### config.mk
export PLATFORM = sky130hd
export DESIGN_NAME = mem_arbiter
export DESIGN_NICKNAME = d
export VERILOG_FILES = /design/src/rtl/arb_pkg.sv /design/src/rtl/mem_arbiter.sv
export SDC_FILE = /design/constraint.sdc
export NUM_CORES = 1
export LEC_CHECK = 0
export CAP_MARGIN = 20
export CORE_MARGIN = 2
export CORE_UTILIZATION = 39
export CTS_BUF_LIST = sky130_fd_sc_hd__clkbuf_16
export DETAILED_ROUTE_END_ITERATION = 6
export PLACE_DENSITY = 0.86
export RECOVER_POWER = 50
export SYNTH_ARGS = -nofsm -noshare
export SYNTH_HDL_FRONTEND = slang
export SYNTH_SLANG_ARGS = --single-unit
### constraint.sdc
create_clock -name clk -period 2 [get_ports clk]
set_input_delay 0.2 -clock clk [delete_from_list [all_inputs] [get_ports clk]]
set_output_delay 0.2 -clock clk [all_outputs]
set_load 0.1 [all_outputs]
### src/rtl/arb_pkg.sv
// Shared types and default timing constants for the fetch/data memory arbiter.
package arb_pkg;

  typedef enum logic [1:0] {
    IDLE   = 2'd0,
    BUSY_F = 2'd1,
    BUSY_D = 2'd2,
    DONE   = 2'd3
  } arb_state_t;

  typedef enum logic {
    GNT_F = 1'b0,
    GNT_D = 1'b1
  } grant_t;

  localparam int unsigned MEM_LAT_DEF  = 2;
  localparam int unsigned FAIR_MAX_DEF = 3;

endpackage

### src/rtl/mem_arbiter.sv
// Single-port memory arbiter between instruction fetch and load/store data path.
// Data wins contention; after FAIR_MAX back-to-back data wins over a waiting fetch, fetch gets the port.
module mem_arbiter
  import arb_pkg::*;
#(
  parameter int unsigned ADDR_W   = 32,
  parameter int unsigned DATA_W   = 32,
  parameter int unsigned MEM_LAT  = MEM_LAT_DEF,
  parameter int unsigned FAIR_MAX = FAIR_MAX_DEF
) (
  input  logic              clk,
  input  logic              rst,
  input  logic              if_req,
  input  logic [ADDR_W-1:0] if_addr,
  output logic [DATA_W-1:0] if_rdata,
  output logic              if_ready,
  input  logic              d_req,
  input  logic              d_we,
  input  logic [ADDR_W-1:0] d_addr,
  input  logic [DATA_W-1:0] d_wdata,
  output logic [DATA_W-1:0] d_rdata,
  output logic              d_ready,
  output logic              mem_en,
  output logic              mem_we,
  output logic [ADDR_W-1:0] mem_addr,
  output logic [DATA_W-1:0] mem_wdata,
  input  logic [DATA_W-1:0] mem_rdata,
  output logic              busy
);

  localparam int unsigned CNT_W = $clog2(MEM_LAT + 1);
  localparam int unsigned STK_W = (FAIR_MAX > 0) ? $clog2(FAIR_MAX + 1) : 1;
  localparam logic [CNT_W-1:0] CNT_LAST = CNT_W'(MEM_LAT - 1);
  localparam logic [STK_W-1:0] STK_MAX  = STK_W'(FAIR_MAX);

  arb_state_t        state_q,     state_d;
  grant_t            grant_q,     grant_d;
  logic [CNT_W-1:0]  cnt_q,       cnt_d;
  logic [STK_W-1:0]  streak_q,    streak_d;
  logic              mem_en_q,    mem_en_d;
  logic              mem_we_q,    mem_we_d;
  logic [ADDR_W-1:0] mem_addr_q,  mem_addr_d;
  logic [DATA_W-1:0] mem_wdata_q, mem_wdata_d;
  logic [DATA_W-1:0] if_rdata_q,  if_rdata_d;
  logic [DATA_W-1:0] d_rdata_q,   d_rdata_d;
  logic              if_ready_q,  if_ready_d;
  logic              d_ready_q,   d_ready_d;
  logic              busy_q,      busy_d;
  logic              take_d_s;

  // A waiting fetch overrides data only once the streak has saturated.
  assign take_d_s = d_req & ~(if_req & (streak_q == STK_MAX));

  always_comb begin
    state_d     = state_q;
    grant_d     = grant_q;
    cnt_d       = cnt_q;
    streak_d    = streak_q;
    mem_en_d    = 1'b0;
    mem_we_d    = mem_we_q;
    mem_addr_d  = mem_addr_q;
    mem_wdata_d = mem_wdata_q;
    if_rdata_d  = if_rdata_q;
    d_rdata_d   = d_rdata_q;
    if_ready_d  = 1'b0;
    d_ready_d   = 1'b0;

    case (state_q)
      IDLE: begin
        if (take_d_s) begin
          state_d     = BUSY_D;
          grant_d     = GNT_D;
          cnt_d       = '0;
          mem_en_d    = 1'b1;
          mem_we_d    = d_we;
          mem_addr_d  = d_addr;
          mem_wdata_d = d_wdata;
          if (if_req && (streak_q != STK_MAX)) begin
            streak_d = streak_q + STK_W'(1);
          end else begin
            streak_d = streak_q;
          end
        end else if (if_req) begin
          state_d     = BUSY_F;
          grant_d     = GNT_F;
          cnt_d       = '0;
          mem_en_d    = 1'b1;
          mem_we_d    = 1'b0;
          mem_addr_d  = if_addr;
          mem_wdata_d = '0;
          streak_d    = '0;
        end else begin
          state_d = IDLE;
        end
      end
      BUSY_F, BUSY_D: begin
        cnt_d = cnt_q + CNT_W'(1);
        if (cnt_q == CNT_LAST) begin
          state_d  = DONE;
          mem_we_d = 1'b0;
          if (grant_q == GNT_F) begin
            if_rdata_d = mem_rdata;
            if_ready_d = 1'b1;
          end else begin
            d_rdata_d = mem_rdata;
            d_ready_d = 1'b1;
          end
        end else begin
          mem_en_d = 1'b1;
        end
      end
      DONE: begin
        state_d = IDLE;
      end
      default: begin
        state_d = IDLE;
      end
    endcase

    busy_d = (state_d != IDLE);
  end

  // State, counters and all registered outputs.
  always_ff @(posedge clk) begin
    if (rst) begin
      state_q     <= IDLE;
      grant_q     <= GNT_F;
      cnt_q       <= '0;
      streak_q    <= '0;
      mem_en_q    <= 1'b0;
      mem_we_q    <= 1'b0;
      mem_addr_q  <= '0;
      mem_wdata_q <= '0;
      if_rdata_q  <= '0;
      d_rdata_q   <= '0;
      if_ready_q  <= 1'b0;
      d_ready_q   <= 1'b0;
      busy_q      <= 1'b0;
    end else begin
      state_q     <= state_d;
      grant_q     <= grant_d;
      cnt_q       <= cnt_d;
      streak_q    <= streak_d;
      mem_en_q    <= mem_en_d;
      mem_we_q    <= mem_we_d;
      mem_addr_q  <= mem_addr_d;
      mem_wdata_q <= mem_wdata_d;
      if_rdata_q  <= if_rdata_d;
      d_rdata_q   <= d_rdata_d;
      if_ready_q  <= if_ready_d;
      d_ready_q   <= d_ready_d;
      busy_q      <= busy_d;
    end
  end

  assign mem_en    = mem_en_q;
  assign mem_we    = mem_we_q;
  assign mem_addr  = mem_addr_q;
  assign mem_wdata = mem_wdata_q;
  assign if_rdata  = if_rdata_q;
  assign d_rdata   = d_rdata_q;
  assign if_ready  = if_ready_q;
  assign d_ready   = d_ready_q;
  assign busy      = busy_q;

endmodule
# == Word-level counts from Yosys, hierarchy flattened ==
# Cells that the tools add are included.
# W data, S select, Z words.
# op_classes
n_bitwise,6
n_addsub,2
n_reduce_logical,13
n_eq_ne,9
n_mux,24
# op_table
cell,n
$mux W32,4
$mux W2,6
$reduce_and A3 Y1,4
$mux W1,10
$eq A2 B2 Y1 const B,3
$pmux W2 S3,1
$reduce_bool A2 Y1,3
$add A2 B1 Y2 const B,2
$eq A2 B1 Y1 const B,2
$ne A2 B2 Y1 const B,2
$not A1 Y1,4
$pmux W1 S2,2
$pmux W2 S2,1
$reduce_and A2 Y1,2
$ne A3 B3 Y1 const B,1
$reduce_or A3 Y1,1
$and A1 B1 Y1,2
$logic_not A2 Y1,1
$ne A2 B1 Y1 const B,1
$reduce_or A2 Y1,1
$logic_and A1 B1 Y1,1
# totals
word_cells,67
inputBits,133
output_inout_bits,133
regBits,140

# == Logic depth before layout (Yosys ltp) ==
# depth
depth_word,7
mapped_depth,8
ltp_nobuf,5

# == Worst setup path after synthesis ==
# No wires, ideal clock.
# synth_timing
path_kind,reg2reg
from,register state_q[1]
to,register cnt_q[1]
n_path_buf,1
t_arrival_ps,1657
period_less_slack_ps,1727
stages_incl_launch_ff,6
required_time_ps,1930
setup_time_ps,70
path_slack_ps,273
path_cell_list,dfxtp_1 inv_1 ha_1 clkbuf_1 or4b_2 a21oi_1
# synth_via
elab_chain_cells,4
word_cells_on_any_way,8
classes_between,3 x eq/ne; 1 x mux; 4 x reduce/logical
# synth_lines
item,line_no,text
start: declaration,mem_arbiter.sv:36,"arb_state_t state_q, state_d;"
start signal: assignment,mem_arbiter.sv:140,state_q <= state_d;
$eq A2 B1 Y1 or $eq A2 B2 Y1 (tied branches),mem_arbiter.sv:68,case (state_q)
$reduce_or A2 Y1,mem_arbiter.sv:68,
$reduce_bool A2 Y1 (no source line),n/a,
$reduce_and A2 Y1 (no source line),n/a,
end signal: assignment,mem_arbiter.sv:142,cnt_q <= cnt_d;
end: declaration,mem_arbiter.sv:38,"logic [CNT_W-1:0] cnt_q, cnt_d;"
# Several ways; a longest one is shown, not always the timed one.
# A chain may end at the register's enable or synchronous reset.

# == Worst setup path after layout ==
# layout_timing
from,register streak_q[0]
to,register mem_addr_q[28] (netlist: mem_addr[28])
# layout_via
elab_chain_cells,6
word_cells_on_any_way,7
classes_between,1 x eq/ne; 1 x mux; 3 x bitwise; 2 x reduce/logical
# layout_lines
item,line_no,text
start: declaration,mem_arbiter.sv:39,"logic [STK_W-1:0] streak_q, streak_d;"
start signal: assignment,mem_arbiter.sv:143,streak_q <= streak_d;
$eq A2 B2 Y1 *,mem_arbiter.sv:52,assign take_d_s = d_req & ~(if_req & (streak_q == STK_MAX));
$and A1 B1 Y1 *,mem_arbiter.sv:52,
$not A1 Y1 *,mem_arbiter.sv:52,
$and A1 B1 Y1 *,mem_arbiter.sv:52,
$reduce_bool A2 Y1 (no source line),n/a,
$reduce_and A2 Y1 (no source line),n/a,
end signal: assignment,mem_arbiter.sv:146,mem_addr_q <= mem_addr_d;
end: declaration,mem_arbiter.sv:42,"logic [ADDR_W-1:0] mem_addr_q, mem_addr_d;"
# Every way passes the cells marked *; elsewhere a longest branch is shown, timed or not.

==> metrics <==
Synthesized Nets roughly 730; post-CTS setup buffers 0; synthesized cell area around 5000 sq um; # resized after CTS 0; largest net degree at the start of global routing 67; first-pass GRT wire length 24,600 um; vias in the first global route 4,878; CTS Buf Count 17; DP HPWL 10,600 um; Die Area 14,000 sq um; final hold vios 0; fin nets 985; critical path type flop to flop; asr flop ratio synth 0%; Placed Instances 1,000; dominant cells by area after synthesis dfxtp_1 55%, nand2_1 12%, a21oi_1 10%; PD cells 998 nW/um^2; Distinct cells, synth 34; Die Ht 118 um; H-tree Lvls 4; non-filler cells in the finished layout 1,032; DR iter-0 viols around 330; Longest Clk Path Bufs 2; most used flip-flop cell after synthesis dfxtp_1; IO Port Bufs 265; via/cell ratio 4.90; Max FO, Critical Path 17; Layout area overhead 54.4%; clock tree sinks 140; Detail Route Antenna Nets 0; share of cells above drive strength 1 between 20% and 30%; Avg WL per Cell 14.8 um; Slew HR around 52%; Ports about 270; Clock Skews 0.00763 ns; row cnt 41; clock root buffer master clkbuf_16; Pleak between 0.003 and 0.004 uW; initial antenna violation count 0; drt pass-1 iters 5; Final Max Tran Viols 0; grt ovf 0; status completed; commonest non-fill, non-tap cell in the layout nand2_1; core outline area 12,700 sq um; Req. time, crit path 2.33 ns; Initial Utilization around two fifths; VDD IR max roughly 520 uV; endpoints failing setup 0; Post-synth EDFFs 0; Critical Path AT ~2.1 ns; GP Congestion 0.796; HP Class input port to flop; worst skew pair latency 0.41 ns; R2R Setup Slk 0.18 ns; Global Route Usage Sum between 20% and 30%; Max Cap Viol 0; Worst-Margin Slew a little over 0.7 ns; Yosys reg bits 140; commonest cells after routing, fill and taps aside 165 x nand2_1, 140 x dfxtp_1, 133 x clkbuf_2; minimum clock period 1.82 ns; # diodes 0; total wire length between 15,000 and 20,000 um; TNS Setup 0 ns; detailed-route via count 5,059; Worst setup EP type flop; area fraction of the dominant cell type after synthesis 54.9%; post-synthesis sequential area ratio 54.9%; Fmax 551 MHz; hold_buf cts 0; Cells after Synth around 600; Die W about 120 um; RSZ-0062 raised after global routing false; post-route DRC violation count 0; CTS tree done; Critical Path Start Type flop; CTS clk-pin slew, worst paths roughly 0.060 ns; Syn Area/Cell 8.56 sq um; Yosys warning count 0; most area-hungry cell type in the Yosys netlist dfxtp_1; fin crit share 90.8%
## critical path, cell delays in order (launching register included)
cell and delay (ns):
dfxtp_1 0.32, ha_1 0.23, a21boi_2 0.17, clkbuf_1 0.57, a21oi_1 0.17, a211oi_1 0.27
## per-layer routing
| layer | vias to the layer above | track usage [%] | wire length, um |
|---|---|---|---|
| met5 | - | 0 | 0 |
| met4 | 0 | 10.4 | 408 |
| met3 | 31 | 5.69 | 1080 |
| met2 | 205 | 36.4 | 7430 |
| met1 | 2286 | 26.5 | 6360 |
| li1 | 2537 | - | - |
## kinds of logic (layout without fill, tap and decap cells)
kind of cell               after synthesis  count (layout)  share of synthesized area (%)
and+or+nand+nor                        215             215                           16.9
muxes                                    1               1                          0.196
adders and majority gates                5               5                           1.23
buffers and inverters                   54             318                           4.51
DFF                                    140             140                           54.9
AOI/OAI and AO/OA                      181             181                           22.2
## cell type report
class                      count  area [sq um]
fill                        1134          4800
timing repair buffer         281          2190
sequential                   140          2800
clock inverter                15           149
inverter                       5          18.8
multi-input combinational    402          2070
tap                          172           215
clock buffer                  17           425
## registers in the layout, summed over array words and instances, names as in the netlist
name,cells
mem_we,1
state_q,2
d_rdata,32
mem_wdata,32
streak_q,2
d_ready,1
if_ready,1
mem_addr,32
busy,1
grant_q,1
if_rdata,32
mem_en,1
cnt_q,2
## through the flow
stage | utilization, % | total power, uW | hold WS (ns) | worst slack [ns] | area (sq um)
CTS | 64.8 | 8000 | 0.316 | 0.197 | 8210
global placement | 60.3 | 4960 | 0.442 | 0.212 | 7640
floorplan | - | 4370 | 0.333 | 0.273 | 5100
finish | 62.1 | 7860 | 0.331 | 0.185 | 7870
global route | 62.1 | 8140 | 0.335 | 0.0476 | 7870
detailed placement | 60.3 | 4980 | 0.447 | 0.195 | 7640
## cells in the mapped netlist (2+ instances only)
master	instances
nand2_1	165
dfxtp_1	140
a21oi_1	104
nor2_1	37
a211oi_1	32
a22o_1	32
clkbuf_1	29
buf_2	16
ha_1	5
inv_1	5
o21ai_0	5
buf_1	3
or4b_2	2
## worst paths after layout
kind | from | end | cells past startpoint
hold / removal | if_addr[26] | mem_addr[26] | 3
hold reg to reg | if_rdata[23] | if_rdata[23] | 2
setup reg to reg | streak_q[0] | mem_addr[28] | 5
setup / recovery | streak_q[0] | mem_addr[28] | 5
## power by group
part,switching (uW),internal [uW],leakage (uW)
sequential,73.5,2930,0.00114
combinational,1340,489,0.00184
clock,1200,1820,0.000262
total,2620,5240,0.00324
Power figures use the tool's default switching activity.
